<file path="src/rtl/cache_pkg.sv">
// Shared types and constants for the direct-mapped write-through cache controller.
package cache_pkg;

   localparam int STATS_W = 16;

   typedef enum logic [2:0] {
      IDLE,
      COMPARE,
      MEM_RD,
      MEM_WAIT,
      MEM_WR
   } state_e;

   function automatic int tag_bits(input int addlength, input int indexbits);
      return addlength - indexbits;
   endfunction

endpackage

</file>
<file path="src/rtl/cache_tag_store.sv">
// Valid/tag/data arrays for the cache lines: asynchronous read by index,
// one synchronous write port with a separate valid-set strobe, valid bits cleared on rst.
module cache_tag_store #(
   parameter int INDEXBITS  = 6,
   parameter int TAGBITS    = 10,
   parameter int DATALENGTH = 32
) (
   input  logic                  clk,
   input  logic                  rst,
   input  logic [INDEXBITS-1:0]  rd_idx_i,
   output logic                  rd_valid_o,
   output logic [TAGBITS-1:0]    rd_tag_o,
   output logic [DATALENGTH-1:0] rd_data_o,
   input  logic                  wr_en_i,
   input  logic                  valid_set_i,
   input  logic [INDEXBITS-1:0]  wr_idx_i,
   input  logic [TAGBITS-1:0]    wr_tag_i,
   input  logic [DATALENGTH-1:0] wr_data_i
);
   localparam int LINES = 1 << INDEXBITS;

   logic [LINES-1:0]      valid_q;
   logic [TAGBITS-1:0]    tag_q  [LINES];
   logic [DATALENGTH-1:0] data_q [LINES];

   always_ff @(posedge clk) begin
      if (rst) begin
         valid_q <= '0;
      end else if (wr_en_i && valid_set_i) begin
         valid_q[wr_idx_i] <= 1'b1;
      end
   end

   // A reset edge must never land a half-finished fill in the arrays.
   always_ff @(posedge clk) begin
      if (wr_en_i && !rst) begin
         tag_q[wr_idx_i]  <= wr_tag_i;
         data_q[wr_idx_i] <= wr_data_i;
      end
   end

   assign rd_valid_o = valid_q[rd_idx_i];
   assign rd_tag_o   = tag_q[rd_idx_i];
   assign rd_data_o  = data_q[rd_idx_i];

endmodule

</file>
<file path="src/rtl/cache_ctrl.sv">
// Direct-mapped, write-through, no-write-allocate cache controller between CPU and RAM.
// Define CACHE_STATS_EN to add saturating hit_count/miss_count outputs.
module cache_ctrl import cache_pkg::*; #(
   parameter int ADDLENGTH  = 16,
   parameter int DATALENGTH = 32,
   parameter int INDEXBITS  = 6
) (
   input  logic                  clk,
   input  logic                  rst,
   input  logic [ADDLENGTH-1:0]  cpu_addr,
   input  logic [DATALENGTH-1:0] cpu_wdata,
   input  logic                  cpu_rd,
   input  logic                  cpu_wr,
   output logic [DATALENGTH-1:0] cpu_rdata,
   output logic                  cpu_ready,
   output logic                  cpu_busy,
   output logic [ADDLENGTH-1:0]  mem_addr,
   output logic [DATALENGTH-1:0] mem_datain,
   input  logic [DATALENGTH-1:0] mem_dataout,
   output logic                  mem_RE,
   output logic                  mem_WE
`ifdef CACHE_STATS_EN
   ,
   output logic [STATS_W-1:0]    hit_count,
   output logic [STATS_W-1:0]    miss_count
`endif
);
   localparam int TAGBITS = tag_bits(ADDLENGTH, INDEXBITS);

   state_e                state_q, state_d;
   logic [ADDLENGTH-1:0]  req_addr_q, req_addr_d;
   logic [DATALENGTH-1:0] req_wdata_q, req_wdata_d;
   logic                  req_wr_q, req_wr_d;
   logic [DATALENGTH-1:0] cpu_rdata_q, cpu_rdata_d;
   logic                  cpu_ready_q, cpu_ready_d;
   logic [ADDLENGTH-1:0]  mem_addr_q, mem_addr_d;
   logic [DATALENGTH-1:0] mem_datain_q, mem_datain_d;
   logic                  mem_re_q, mem_re_d;
   logic                  mem_we_q, mem_we_d;

   logic                  line_valid;
   logic [TAGBITS-1:0]    line_tag;
   logic [DATALENGTH-1:0] line_data;
   logic                  line_wr;
   logic                  line_valid_set;
   logic [DATALENGTH-1:0] line_wdata;
   logic [INDEXBITS-1:0]  req_idx;
   logic [TAGBITS-1:0]    req_tag;
   logic                  hit;

   assign req_idx = req_addr_q[INDEXBITS-1:0];
   assign req_tag = req_addr_q[ADDLENGTH-1:INDEXBITS];
   assign hit     = line_valid && (line_tag == req_tag);

   cache_tag_store #(
      .INDEXBITS  (INDEXBITS),
      .TAGBITS    (TAGBITS),
      .DATALENGTH (DATALENGTH)
   ) u_tag_store (
      .clk         (clk),
      .rst         (rst),
      .rd_idx_i    (req_idx),
      .rd_valid_o  (line_valid),
      .rd_tag_o    (line_tag),
      .rd_data_o   (line_data),
      .wr_en_i     (line_wr),
      .valid_set_i (line_valid_set),
      .wr_idx_i    (req_idx),
      .wr_tag_i    (req_tag),
      .wr_data_i   (line_wdata)
   );

   always_comb begin
      state_d        = state_q;
      req_addr_d     = req_addr_q;
      req_wdata_d    = req_wdata_q;
      req_wr_d       = req_wr_q;
      cpu_rdata_d    = cpu_rdata_q;
      cpu_ready_d    = 1'b0;
      mem_addr_d     = mem_addr_q;
      mem_datain_d   = mem_datain_q;
      mem_re_d       = mem_re_q;
      mem_we_d       = mem_we_q;
      line_wr        = 1'b0;
      line_valid_set = 1'b0;
      line_wdata     = req_wdata_q;
      unique case (state_q)
         IDLE: begin
            // A simultaneous load and store collapses to the store.
            if (cpu_wr || cpu_rd) begin
               req_addr_d  = cpu_addr;
               req_wdata_d = cpu_wdata;
               req_wr_d    = cpu_wr;
               state_d     = COMPARE;
            end
         end
         COMPARE: begin
            if (req_wr_q) begin
               mem_addr_d   = req_addr_q;
               mem_datain_d = req_wdata_q;
               mem_we_d     = 1'b1;
               line_wr      = hit;
               state_d      = MEM_WR;
            end else if (hit) begin
               cpu_rdata_d = line_data;
               cpu_ready_d = 1'b1;
               state_d     = IDLE;
            end else begin
               mem_addr_d = req_addr_q;
               mem_re_d   = 1'b1;
               state_d    = MEM_RD;
            end
         end
         MEM_RD: begin
            mem_re_d = 1'b0;
            state_d  = MEM_WAIT;
         end
         MEM_WAIT: begin
            line_wr        = 1'b1;
            line_valid_set = 1'b1;
            line_wdata     = mem_dataout;
            cpu_rdata_d    = mem_dataout;
            cpu_ready_d    = 1'b1;
            state_d        = IDLE;
         end
         MEM_WR: begin
            mem_we_d    = 1'b0;
            cpu_ready_d = 1'b1;
            state_d     = IDLE;
         end
         default: state_d = IDLE;
      endcase
   end

   always_ff @(posedge clk) begin
      if (rst) begin
         state_q      <= IDLE;
         req_addr_q   <= '0;
         req_wdata_q  <= '0;
         req_wr_q     <= 1'b0;
         cpu_rdata_q  <= '0;
         cpu_ready_q  <= 1'b0;
         mem_addr_q   <= '0;
         mem_datain_q <= '0;
         mem_re_q     <= 1'b0;
         mem_we_q     <= 1'b0;
      end else begin
         state_q      <= state_d;
         req_addr_q   <= req_addr_d;
         req_wdata_q  <= req_wdata_d;
         req_wr_q     <= req_wr_d;
         cpu_rdata_q  <= cpu_rdata_d;
         cpu_ready_q  <= cpu_ready_d;
         mem_addr_q   <= mem_addr_d;
         mem_datain_q <= mem_datain_d;
         mem_re_q     <= mem_re_d;
         mem_we_q     <= mem_we_d;
      end
   end

   assign cpu_rdata  = cpu_rdata_q;
   assign cpu_ready  = cpu_ready_q;
   assign cpu_busy   = (state_q != IDLE);
   assign mem_addr   = mem_addr_q;
   assign mem_datain = mem_datain_q;
   assign mem_RE     = mem_re_q;
   assign mem_WE     = mem_we_q;

`ifdef CACHE_STATS_EN
   logic [STATS_W-1:0] hit_count_q, miss_count_q;

   always_ff @(posedge clk) begin
      if (rst) begin
         hit_count_q  <= '0;
         miss_count_q <= '0;
      end else if (state_q == COMPARE) begin
         if (hit && hit_count_q != '1) begin
            hit_count_q <= hit_count_q + 1'b1;
         end else if (!hit && miss_count_q != '1) begin
            miss_count_q <= miss_count_q + 1'b1;
         end
      end
   end

   assign hit_count  = hit_count_q;
   assign miss_count = miss_count_q;
`else
   // Without statistics, the hit decode feeds only the FSM.
`endif

endmodule

</file>
<file path="config.mk">
export PLATFORM = sky130hd
export DESIGN_NAME = cache_ctrl
export DESIGN_NICKNAME = d
export VERILOG_FILES = /design/src/rtl/cache_pkg.sv /design/src/rtl/cache_tag_store.sv /design/src/rtl/cache_ctrl.sv
export SDC_FILE = /design/constraint.sdc
export NUM_CORES = 2
export LEC_CHECK = 0
export CORE_UTILIZATION = 39
export DETAILED_ROUTE_END_ITERATION = 12
export PLACE_DENSITY_LB_ADDON = 0.3
export SYNTH_ARGS = -nofsm -noshare
export SYNTH_HDL_FRONTEND = slang
export SYNTH_HIERARCHICAL = 1
export SYNTH_SLANG_ARGS = --single-unit
</file>
<file path="constraint.sdc">
create_clock -name clk -period 7.7 [get_ports clk]
set_clock_uncertainty 0.2 [all_clocks]
set_input_delay 1.925 -clock clk [delete_from_list [all_inputs] [get_ports clk]]
set_output_delay 1.925 -clock clk [all_outputs]
set_load 0.02 [all_outputs]
</file>
==> results.sh <==
export IMPL_syn_inst=5389
export IMPL_routed_wirelength_mm=294
export IMPL_syn_cell_area_um2=111000
export IMPL_tns_ns=0
export IMPL_maxSlewViolCount=2
export IMPL_cts_setup_buffers=0
export IMPL_setup_violations=0
export IMPL_clk_path_buf_depth=4
export IMPL_grt_pass1_vias=55100
export IMPL_peakVddDrop_uv=175
export IMPL_cellLeakagePower_nw=39.4
export IMPL_cp_required_ns=8.02
export IMPL_cts_tree="done"
export IMPL_path_class="flip-flop to flip-flop"
export IMPL_routabilityCongestion=0.840
export IMPL_ios=168
export IMPL_drtIter0Drc=6678
export IMPL_rsz0062_at_grt="no"
export IMPL_drive_gt1_share_pct=24.4
export IMPL_grt_total_usage_pct=20.3
export IMPL_dr_pass1_iters=6
export IMPL_relSlewSlack_pct=-2.12
export IMPL_critPathLaunchType="flip-flop"
export IMPL_wl_per_cell_um=30.2
export IMPL_synthFlopType="edfxtp_1"
export IMPL_synth_distinct_cells=55
export IMPL_syn_to_final_growth_pct=15.3
export IMPL_cp_top_family="simple AND/OR/NAND/NOR gates"
export IMPL_die_area_um2=286000
export IMPL_vias=55800
export IMPL_slowest_stage="dfxtp_4"
export IMPL_cts_htree_levels=5
export IMPL_die_h_um=535
export IMPL_hold_path_class="flip-flop to flip-flop"
export IMPL_cts_sinks=2887
export IMPL_fmax_mhz=148
export IMPL_port_buffers=167
export IMPL_cp_end_kind="flip-flop"
export IMPL_holdBufCountCts=0
export IMPL_fin_nets=5862
export IMPL_grt_pass1_wl_mm=417
export IMPL_num_rows=195
export IMPL_grt_max_degree=143
export IMPL_synthArstFlopShare_pct=0
export IMPL_total_power_mw=34.4
export IMPL_tightest_slew_ns=1.52
export IMPL_period_minus_slack_ns=6.76
export IMPL_fin_area_um2=128000
export IMPL_status="finished with violations"
export IMPL_max_stage_delay_ns=0.89
export IMPL_place_area_um2=118000
export IMPL_ff_latch_area_um2=84700
export IMPL_arrival_ns=7.08
export IMPL_coreArea_um2=282000
export IMPL_fill_cells=23600
export IMPL_timing_critical_path_cells="buf_4 > mux4_2 > mux4_2 > o21ai_1 > nor3_1 > xnor2_2 > nand4_2 > or4_4 > o21ai_0 > nor2b_1 > buf_4 > nand2_1 > nor2_4 > buf_12"
export IMPL_synth_edff_count=2688
export IMPL_seq_area_frac_synth_pct=76.5
export IMPL_final_antenna_net_count=0
export IMPL_p_per_area_nw_per_um2=269
export IMPL_grt_overflow=0
export IMPL_dp_hpwl_mm=179
export IMPL_final_core_util_pct=45.2
export IMPL_drv_cap=1
export IMPL_ys_warn_count=6
export IMPL_fin_ws_ns=0.936
export IMPL_finalHoldViolations=0
export IMPL_drc=0
export IMPL_start_util_pct=39.2
export IMPL_ys_ff_latch=2887
export IMPL_root_buffer="clkbuf_16"
export IMPL_avgSynthCellArea_um2=20.6
export IMPL_numCtsBuffers=293
export IMPL_multiInputGateArea_um2=24900
export IMPL_die_w_um=535
export IMPL_violations="capacitance limit, slew limit"
export IMPL_clock_latency_ns=0.86
export IMPL_clk_pin_slew_ns=0.06
export IMPL_synth_nets=5473
export IMPL_viasPerCell=5.73
export IMPL_cts_resized_gates=0
export IMPL_dp_slack_ns=1.10
export IMPL_fin_crit_sh_pct=87.8
export IMPL_grt_antenna_before_repair=17
export IMPL_crit_buf_inv=3
export IMPL_cp_max_fo=28
==> power breakdown <==
| part | switching, mW | internal (mW) |
|---|---|---|
| clock network | 5.86 | 8.05 |
| registers | 0.109 | 17.4 |
| logic | 2.01 | 0.954 |
==> layout make-up <==
cell class | count | share of cell area [%]
Sequential cell | 2887 | 66.3
Multi-Input combinational cell | 2175 | 19.5
Clock buffer | 374 | 6.23
Tap cell | 3743 | 3.67
Timing Repair Buffer | 419 | 3.24
Clock inverter | 135 | 1.00
Antenna cell | 6 | 0.0118
Inverter | 2 | 0.00588
==> final timing paths <==
path,from,to,slack (ns),depth (start not counted)
max,req_addr_q[0],u_tag_store/data_q[5][1],0.94,14
min,mem_datain[3],mem_datain[3],0.25,2
max reg2reg,req_addr_q[0],u_tag_store/data_q[5][1],0.94,14
min reg2reg,mem_datain[3],mem_datain[3],0.25,2
==> cell usage in the layout, fill, tap and decap left out, types with 18 or more instances in the layout <==
master	instances
clkinv_1	56
clkdlybuf4s50_1	166
o221ai_1	37
clkinv_2	35
mux2i_1	240
bufinv_16	22
a21oi_1	214
a211oi_1	36
o21ai_0	72
o21ai_1	26
nor2_1	192
nand2b_1	37
buf_4	206
nor2_4	65
nand2_1	276
o22ai_1	65
a221oi_1	66
dfxtp_1	184
mux4_2	669
clkbuf_16	307
buf_12	46
nand2_4	18
clkbuf_1	65
edfxtp_1	2688
==> metal layers <==
layer  share of wire, %  up-vias  track usage, %  wire (um)
met5              0.096        -           0.583        281
met3                 11      406            6.37      32400
li1                   -    23000               -          -
met4                2.5       10            5.58       7480
met1                 42    29700            29.2     124000
met2                 44     2663            29.6     130000
==> kinds of logic (layout without fill, tap and decap cells) <==
family,count (synthesis),count (layout),share of synthesized area (%)
xor gates and xnor gates,9,9,0.0983
DFF,2887,2887,76.5
buffers and inverters,327,930,1.64
and+or+nand+nor,695,695,2.72
AOI/OAI and AO/OA,547,547,3.06
other,0,6,0
muxes,924,924,16.0
==> worst register-to-register path, stage by stage (launching register included) <==
cell,delay [ns]
dfxtp_4,0.89
buf_4,0.64
mux4_2,0.62
mux4_2,0.56
o21ai_1,0.24
nor3_1,0.13
xnor2_2,0.15
nand4_2,0.16
or4_4,0.67
o21ai_0,0.25
nor2b_1,0.17
buf_4,0.17
nand2_1,0.50
nor2_4,0.78
buf_12,0.31
==> through the flow <==
step | hold slack, ns | std cells
detailed placement | 0.246 | 9226
CTS | 0.254 | 9735
global placement | 0.241 | 9226
finish | 0.252 | 9741
floorplan | 0.231 | 5389
global route | 0.271 | 9736
==> sequential cells by signal (all words and copies together) (netlist names), 16 cells and up <==
signal,flops
req_addr_q,16
cpu_rdata,32
u_tag_store/data_q,2048
u_tag_store/tag_q,640
req_wdata_q,32
mem_addr,16
u_tag_store/valid_q,64
mem_datain,32
==> synthesized netlist by cell type (5+ instances only) <==
cell         n  area (um2)
buf_2       89         445
buf_4       42         315
nand2_1    309        1160
dfxtp_1    199        3980
mux2_2      10         113
a21oi_1    214        1070
a221oi_1    66         578
nand2b_1    38         238
o221ai_1    37         324
o22ai_1     65         407
mux2i_1    240        2400
mux4_2     669       15100
nor4_1       5        31.3
clkbuf_1   141         529
o21ai_1     26         130
nor2b_1     14        87.6
nor2_1     257         965
and3_1       7        43.8
buf_1       19        71.3
buf_6       26         293
or3b_2       6        52.6
buf_12       8         160
xnor2_1      5        43.8
edfxtp_1  2688       80700
nor3_1       9        45.0
mux4_1       5         131
nor3b_1      5        37.5
nand3_1     11        55.1
o21ai_0     73         365
o21a_1      10        75.1
a211oi_1    36         270
nand3b_1     7        52.6
No activity file was read; power rests on OpenSTA's default activity.
